`src/rtl/mem_pkg.sv`:
```
// Shared encodings for the byte-serialising memory access path.
package mem_pkg;

    // funct3 access-size encodings used by loads and stores
    localparam logic [2:0] TYPE_B  = 3'b000;
    localparam logic [2:0] TYPE_H  = 3'b001;
    localparam logic [2:0] TYPE_W  = 3'b010;
    localparam logic [2:0] TYPE_BU = 3'b100;
    localparam logic [2:0] TYPE_HU = 3'b101;

    // addr[17:16] value that maps an access to I/O space
    localparam logic [1:0] IO_SEL = 2'b11;

    typedef enum logic [1:0] {
        ST_IDLE = 2'd0,
        ST_RD   = 2'd1,
        ST_WR   = 2'd2,
        ST_DONE = 2'd3
    } state_e;

    // Number of RAM byte transactions needed for an access type
    function automatic logic [2:0] byte_count(input logic [2:0] t);
        case (t)
            TYPE_B, TYPE_BU: return 3'd1;
            TYPE_H, TYPE_HU: return 3'd2;
            default:         return 3'd4;
        endcase
    endfunction

endpackage

```
`src/rtl/mem_load_extend.sv`:
```
// Sign/zero extension of assembled little-endian load bytes.
// Combinational so the store-forwarding path can reuse it.
module mem_load_extend (
    input  logic [31:0] raw,
    input  logic [2:0]  ld_type,
    output logic [31:0] ext
);
    import mem_pkg::*;

    // Pick the extension rule from the funct3 size/sign encoding
    always_comb begin
        ext = raw;
        case (ld_type)
            TYPE_B:  ext = {{24{raw[7]}}, raw[7:0]};
            TYPE_H:  ext = {{16{raw[15]}}, raw[15:0]};
            TYPE_BU: ext = {24'd0, raw[7:0]};
            TYPE_HU: ext = {16'd0, raw[15:0]};
            default: ext = raw;
        endcase
    end

endmodule

```
`src/rtl/mem_access_unit.sv`:
```
// Arbitrates icache / LSB word requests onto the 8-bit RAM port,
// one little-endian byte per cycle, and reassembles read results.
module mem_access_unit #(
    parameter int         ADDR_WIDTH = 17,
    parameter logic [1:0] IO_SEL     = mem_pkg::IO_SEL
) (
    input  logic        clk_in,
    input  logic        rst_in,
    input  logic        rdy_in,
    input  logic        flush_in,
    input  logic        ic_req,
    input  logic [31:0] ic_addr,
    input  logic        lsb_req,
    input  logic [31:0] lsb_addr,
    input  logic [31:0] lsb_wdata,
    input  logic        lsb_r_nw,
    input  logic [2:0]  lsb_type,
    input  logic [7:0]  mem_din,
    output logic [7:0]  mem_dout,
    output logic [31:0] mem_a,
    output logic        mem_wr,
    input  logic        io_buffer_full,
    output logic [31:0] rdata,
    output logic        ic_done,
    output logic        lsb_done,
    output logic        busy
);
    import mem_pkg::*;

    state_e      state_reg;
    logic [1:0]  cnt_reg;
    logic [1:0]  last_reg;
    logic        cap_vld_reg;
    logic        owner_lsb_reg;
    logic [2:0]  type_reg;
    logic [23:0] wdat_reg;
    logic [31:0] asm_reg;
    logic [31:0] mem_a_reg;
    logic [7:0]  mem_dout_reg;
    logic [31:0] rdata_reg;
    logic        ic_done_reg;
    logic        lsb_done_reg;

    logic [31:0] sel_addr;
    logic [2:0]  sel_type;
    logic [1:0]  sel_last;
    logic        accept;
    logic        io_stall;
    logic [2:0]  rd_next_idx;
    logic        issue_more;
    logic [31:0] asm_next;
    logic [31:0] ext_data;

    // Request selection in IDLE: the LSB always wins over the icache
    always_comb begin
        sel_addr = lsb_req ? lsb_addr : ic_addr;
        sel_type = lsb_req ? lsb_type : TYPE_W;
        sel_last = 2'(byte_count(sel_type) - 3'd1);
        accept   = !flush_in && (lsb_req || ic_req);
    end

    // A UART byte is held back while the TX buffer is full; the select
    // bits sit just above the RAM address field.
    assign io_stall = (mem_a_reg[ADDR_WIDTH -: 2] == IO_SEL) && io_buffer_full;

    // Read pipeline: the byte captured now is cnt_reg, the next address to
    // issue is one ahead of the capture (or index 1 on the very first cycle).
    // Beyond the last byte mem_a parks at 0 so no extra I/O read is issued.
    always_comb begin
        rd_next_idx = cap_vld_reg ? ({1'b0, cnt_reg} + 3'd2) : 3'd1;
        issue_more  = rd_next_idx <= {1'b0, last_reg};
        asm_next    = asm_reg;
        asm_next[8*cnt_reg +: 8] = mem_din;
    end

    mem_load_extend u_ext (
        .raw     (asm_next),
        .ld_type (type_reg),
        .ext     (ext_data)
    );

    // Write strobe is combinational so a full UART buffer blocks the byte
    // in the same cycle it is seen, and rdy_in low always suppresses it.
    assign mem_wr   = rdy_in && (state_reg == ST_WR) && !io_stall;
    assign mem_a    = mem_a_reg;
    assign mem_dout = mem_dout_reg;
    assign rdata    = rdata_reg;
    assign ic_done  = ic_done_reg;
    assign lsb_done = lsb_done_reg;
    assign busy     = (state_reg != ST_IDLE);

    // Main FSM: accept, serialise bytes, capture read data, pulse done
    always_ff @(posedge clk_in) begin
        if (rst_in) begin
            state_reg     <= ST_IDLE;
            cnt_reg       <= 2'd0;
            last_reg      <= 2'd0;
            cap_vld_reg   <= 1'b0;
            owner_lsb_reg <= 1'b0;
            type_reg      <= TYPE_W;
            wdat_reg      <= 24'd0;
            asm_reg       <= 32'd0;
            mem_a_reg     <= 32'd0;
            mem_dout_reg  <= 8'd0;
            rdata_reg     <= 32'd0;
            ic_done_reg   <= 1'b0;
            lsb_done_reg  <= 1'b0;
        end else if (rdy_in) begin
            ic_done_reg  <= 1'b0;
            lsb_done_reg <= 1'b0;
            case (state_reg)
                ST_IDLE: begin
                    mem_a_reg <= 32'd0;
                    if (accept) begin
                        owner_lsb_reg <= lsb_req;
                        type_reg      <= sel_type;
                        last_reg      <= sel_last;
                        cnt_reg       <= 2'd0;
                        cap_vld_reg   <= 1'b0;
                        asm_reg       <= 32'd0;
                        mem_a_reg     <= sel_addr;
                        if (lsb_req && !lsb_r_nw) begin
                            state_reg    <= ST_WR;
                            mem_dout_reg <= lsb_wdata[7:0];
                            wdat_reg     <= lsb_wdata[31:8];
                        end else begin
                            state_reg <= ST_RD;
                        end
                    end
                end
                ST_RD: begin
                    if (flush_in) begin
                        state_reg <= ST_IDLE;
                        mem_a_reg <= 32'd0;
                    end else begin
                        mem_a_reg   <= issue_more ? (mem_a_reg + 32'd1) : 32'd0;
                        cap_vld_reg <= 1'b1;
                        if (cap_vld_reg) begin
                            asm_reg <= asm_next;
                            if (cnt_reg == last_reg) begin
                                state_reg    <= ST_DONE;
                                rdata_reg    <= ext_data;
                                ic_done_reg  <= !owner_lsb_reg;
                                lsb_done_reg <= owner_lsb_reg;
                            end else begin
                                cnt_reg <= cnt_reg + 2'd1;
                            end
                        end
                    end
                end
                ST_WR: begin
                    if (!io_stall) begin
                        if (cnt_reg == last_reg) begin
                            state_reg    <= ST_DONE;
                            mem_a_reg    <= 32'd0;
                            mem_dout_reg <= 8'd0;
                            lsb_done_reg <= 1'b1;
                        end else begin
                            cnt_reg      <= cnt_reg + 2'd1;
                            mem_a_reg    <= mem_a_reg + 32'd1;
                            mem_dout_reg <= wdat_reg[7:0];
                            wdat_reg     <= {8'd0, wdat_reg[23:8]};
                        end
                    end
                end
                default: begin
                    state_reg <= ST_IDLE;
                    mem_a_reg <= 32'd0;
                end
            endcase
        end
    end

endmodule

```
`config.mk`:
```
export PLATFORM = sky130hd
export DESIGN_NAME = mem_access_unit
export DESIGN_NICKNAME = d
export VERILOG_FILES = /design/src/rtl/mem_pkg.sv /design/src/rtl/mem_load_extend.sv /design/src/rtl/mem_access_unit.sv
export SDC_FILE = /design/constraint.sdc
export NUM_CORES = 1
export LEC_CHECK = 0
export BUFFER_PORTS_ARGS = -buffer_cell sky130_fd_sc_hd__buf_2
export CORE_MARGIN = 10
export CORE_UTILIZATION = 40
export CTS_CLUSTER_DIAMETER = 40
export DETAILED_ROUTE_END_ITERATION = 10
export PLACE_DENSITY = 0.65
export SLEW_MARGIN = 0
export SYNTH_ARGS = -nofsm -noshare
export SYNTH_HDL_FRONTEND = slang
export SYNTH_SLANG_ARGS = --single-unit
```
`constraint.sdc`:
```
create_clock -name clk_in -period 2.9 [get_ports clk_in]
set_input_delay 0.145 -clock clk_in [delete_from_list [all_inputs] [get_ports clk_in]]
set_output_delay 0.145 -clock clk_in [all_outputs]
set_load 0.05 [all_outputs]
```
Word level (Yosys, flattened, before mapping):

Index checks and enable logic that the tools add are counted.

* add/subtract/negate cells: 5
* magnitude comparators: 1
* equality and inequality tests: 17
* shift operators: 2
* multiplexer cells: 52
* bitwise operators: 1
* reductions and logical operators: 28

Operator list (count)
* $mux W32: 9
* $pmux W32 S4: 1
* $mux W24: 4
* $pmux W32 S3: 1
* $pmux W32 S2: 1
* $pmux W24 S2: 1
* $neg A5 Y34: 1
* $shift A8 B34 Y32 const A: 1
* $shiftx A8 B34 Y32: 1
* $add A32 B1 Y32 const B: 1
* $bwmux W32: 1
* $mux W8: 4
* $mux W2: 11
* $pmux W8 S2: 1
* $reduce_and A5 Y1: 3
* $eq A3 B3 Y1 const B: 4
* $ne A2 B2 Y1 const B: 6
* $pmux W2 S3: 2
* $reduce_and A6 Y1: 2
* $mux W1: 11
* $reduce_and A4 Y1: 2
* $eq A3 B1 Y1 const B: 2
* $logic_not A3 Y1: 2
* $mux W3: 2
* 20 further kinds: 32

* bits in registers: 141
* logic and storage cells: 119

Depth between registers and ports, before layout:

* depth after elaboration: 6
* depth in mapped cells: 11
* mapped depth without buffers: 9

Modules after synthesis:

From an unflattened synthesis, not the netlist that was laid out.

* cells, all modules: 945
* area total of the unflattened synthesis: 7378.3 sq um

By module, submodules not included
* mem_access_unit: instances 1, cells each 878, area an instance 7023.0 sq um
* mem_load_extend: instances 1, cells each 67, area an instance 355.3 sq um

Worst setup path before layout:

No wires, ideal clock.

* path type: register to register
* start point: register mem_a_reg[6], in the netlist mem_a[6]
* end point: register mem_a_reg[23], in the netlist mem_a[23]
* setup time: 0.128 ns
* arrival: 2.290 ns
* slack: 0.482 ns
* cell stages (with the launch flop): 8
* clock period less this slack: 2.418 ns
* cells stage by stage: dfxtp_1 > nand4_2 > or4_1 > buf_6 > nor4_1 > xor2_1 > a222oi_1 > nor2_1

* cells in the longest elaborated chain, start to end: 4
* elaborated cells on any way between the ends: 6

RTL lines
* start: declaration: line mem_access_unit.sv:38 `logic [31:0] mem_a_reg;`
* start signal: assignment: line mem_access_unit.sv:121 `mem_a_reg <= sel_addr;`
* start signal: assignment: line mem_access_unit.sv:136 `mem_a_reg <= issue_more ? (mem_a_reg + 32'd1) : 32'd0;`
* start signal: assignment: line mem_access_unit.sv:160 `mem_a_reg <= mem_a_reg + 32'd1;`
* $add A32 B1 Y32 (*): line mem_access_unit.sv:136, mem_access_unit.sv:160
* $mux W32, on equally long branches: line mem_access_unit.sv:153, mem_access_unit.sv:136
* $mux W32, on equally long branches: line mem_access_unit.sv:152, mem_access_unit.sv:132
* $pmux W32 S3 (*): line mem_access_unit.sv:111 `case (state_reg)`

Mark *: on every way between the ends. The rest lies on a longest branch, timed or not. The select of a mux whose other input is x is not followed.
A chain may end at the register's enable or synchronous reset.

Final worst setup path:

* start point: register mem_a_reg[9], in the netlist mem_a[9]
* end point: register mem_a_reg[23], in the netlist mem_a[23]

Same word-level chain as after synthesis.

==> out/results.ini <==
[outcome]
status = finished, final reports clean

[clock_tree]
clockBufferDepth = 2
cts-root-buf = clkbuf_16
cts_sinks = 141
insertion_delay_ps = 420
cts_tree = yes
post_cts_resized = 0
clk_pin_slew_worst_paths_ps = 60
cts_made_buffers = 17
h-tree-depth = 4

[timing]
slew_viol_final = 0
worstMarginPinSlew_ps = 1040
finalSetupViolCount = 0
fmax_mhz = 403
final.min_clock_period_ps = 2480
skew_ps = 6.92
rsz0062_at_grt = false
finalHoldViolations = 0
finalCritPeriodShare = 0.855
fin_setup_tns_ps = 0
maxSlewHeadroom = 0.308

[grt]
grt_pass1_wl_um = 36500
first_global_vias = 6944
grt_max_degree = 44
antenna_found_initial = 2
grt_overflow = 0
track_usage = 0.185

[critical_path]
r2r_slack_ps = 420
start_kind = flip-flop
critPathArrivalTime_ps = 2770
cp_cell_sequence = nand4_2 -> or4_1 -> nor4_1 -> xor2_1 -> a222oi_1 -> nor2_1
crit_buf_inv = 0
crit_fanout = 9
cp_slowest_cell = or4_1
crit_family = simple AND/OR/NAND/NOR gates
worstPathRequired_ps = 3190
crit_type = reg2reg
slowest_delay_ps = 760
end_kind = flip-flop

[synth]
synth_xor_area_frac = 0.0135
synthCells = 909
synth_top_family_by_area = compound AO/OA/AOI/OAI gates
yosys.area.top_type = dfxtp_1
synth_fa_ha_area_frac = 0.0227
netlist_top_cells_area = dfxtp_1 39%, nor2_1 7.1%, mux2i_1 5.9%, a21oi_1 5.3%, o21ai_0 4.8%
ys.flop_type = dfxtp_1
netlist_top_cells_count = 141 x dfxtp_1, 136 x nor2_1, 79 x nand2_1
synth_edf_count = 0
syn_nets = 1037
synth_warnings = 0
synth.avg_cell_area_sq_um = 7.87
ys_async_sr_fraction = 0
synth-seq-cells = 141
synth_cell_type_count = 59
synth_area_sq_mm = 0.00715
yosysMostFrequentCell = dfxtp_1
synth.top_cell.area_share = 0.395
synth_compound_area_frac = 0.233
ys_seq_area_frac = 0.395
synth_mux_area_frac = 0.0698
synth-simple-area-share = 0.206

[route]
firstDrtPassIters = 6
vias = 7138
routed_via_density = 5.39
wirelength_um = 22400
wl_per_cell_um = 16.9
drtAntennaViolNets = 0
first_iter_violations = 435
drc = 0

[placed_design]
dpl_cell_area_sq_mm = 0.00827
gp_congestion = 0.859
dp_hpwl_um = 16300
port_buffers = 190

[layout]
drive_above_1_share = 0.238
area_delta_synth_final_pct = 26.4
nFillCells = 1741
final_nets = 1212
design_area_sq_mm = 0.00904

[power_and_ir_drop]
p_per_area_mw_per_mm2 = 560
ir_worst_vdd_mv = 0.432
p_int_mw = 3.75
power_leakage_nw = 3.61
switchingPower_mw = 1.30
p_sw_frac = 0.258
combinationalPowerShare = 0.123
sequentialPowerShare = 0.401
clockPowerShare = 0.476

[floorplan]
dieArea_sq_mm = 0.0236
die_x_um = 154
core_area_sq_mm = 0.0174
io_pins = 191
initial_core_util = 0.411
die_h_um = 154
row_count = 48

[run]
max_cap_violations = 0

[worst_hold_path]
hp-class = in2reg

-- stage by stage --
step / power, mW / util / setup WS, ps / hold slack [ps] / instances
detailed placement: 2.68 / 0.475 / 415 / 412 / 1280
global route: 5.26 / 0.519 / 217 / 35.9 / 1323
finish: 5.06 / 0.519 / 420 / 21.2 / 1325
CTS: 5.10 / 0.519 / 425 / 9.16 / 1322
floorplan: 2.47 / - / 482 / 306 / 909
global placement: 2.68 / 0.475 / 516 / 401 / 1280
-- per-layer routing --
layer / track usage / wire [um] / up-vias
met3: 0.0441 / 1360 / 29
met4: 0.0558 / 363 / 0
met5: 0 / 0 / -
li1: - / - / 3576
met2: 0.309 / 10800 / 225
met1: 0.229 / 9920 / 3308
-- worst min-delay path: cells and delay by family --
family | cells | cell delay [ps]
simple gates | 2 | 160
buf+inv | 1 | 90
-- worst paths after layout --
check                                   to  cells past startpoint                      from
setup / recovery    mem_a[23]$_SDFFE_PP0P_                      6     mem_a[9]$_SDFFE_PP0P_
hold / removal    last_reg[0]$_SDFFE_PP0P_                      3               lsb_type[1]
setup reg to reg    mem_a[23]$_SDFFE_PP0P_                      6     mem_a[9]$_SDFFE_PP0P_
hold reg to reg   asm_reg[31]$_SDFFE_PP0P_                      2  asm_reg[31]$_SDFFE_PP0P_
-- repair_timing --
item | in CTS | in global routing
hold buffers | 10 | 0
endpoints found under the hold margin | 10 | 0
buffers inserted | 0 | 0
-- power groups by stage --
stage / Combinational [mW] / Clock [mW] / Sequential, mW
finish: 0.620 / 2.41 / 2.03
global route: 0.676 / 2.55 / 2.04
CTS: 0.622 / 2.45 / 2.03
detailed placement: 0.608 / 0 / 2.07
global placement: 0.605 / 0 / 2.07
floorplan: 0.323 / 0 / 2.14
-- cells in the final DEF, fill, tap and decap left out, types with 12 or more instances in the layout --
master / netlist / routed
nand2_1: 79 / 79
a21oi_1: 76 / 75
buf_2: 11 / 189
buf_4: 0 / 20
o21ai_0: 69 / 69
a22oi_1: 42 / 42
nor2_1: 136 / 136
nand3_1: 19 / 19
nor2b_1: 12 / 12
inv_1: 44 / 44
nor3_1: 13 / 13
ha_1: 13 / 13
mux2i_1: 42 / 42
a211oi_1: 36 / 36
o22ai_1: 13 / 13
clkbuf_16: 0 / 17
dfxtp_1: 141 / 141
-- cell families after synthesis --
kind of cell | count (synthesis)
AND/OR/NAND/NOR | 317
AO/OA/AOI/OAI | 270
flip-flops | 141
buffers and inverters | 108
multiplexers | 49
adder cells (fa/ha/maj) | 13
XOR/XNOR | 11
-- cell type report --
type                    instances  area, sq um  area share
clock inverters                14          218      0.0241
inverters                      45          169      0.0187
flip-flops and latches        141         2820       0.312
repair buffers                219         1200       0.132
clock buffers                  18          439      0.0486
diodes                          3         7.51    0.000831
well taps                     225          282      0.0311
multi-input cells             660         3910       0.432
(Power assumes the default switching activity.)
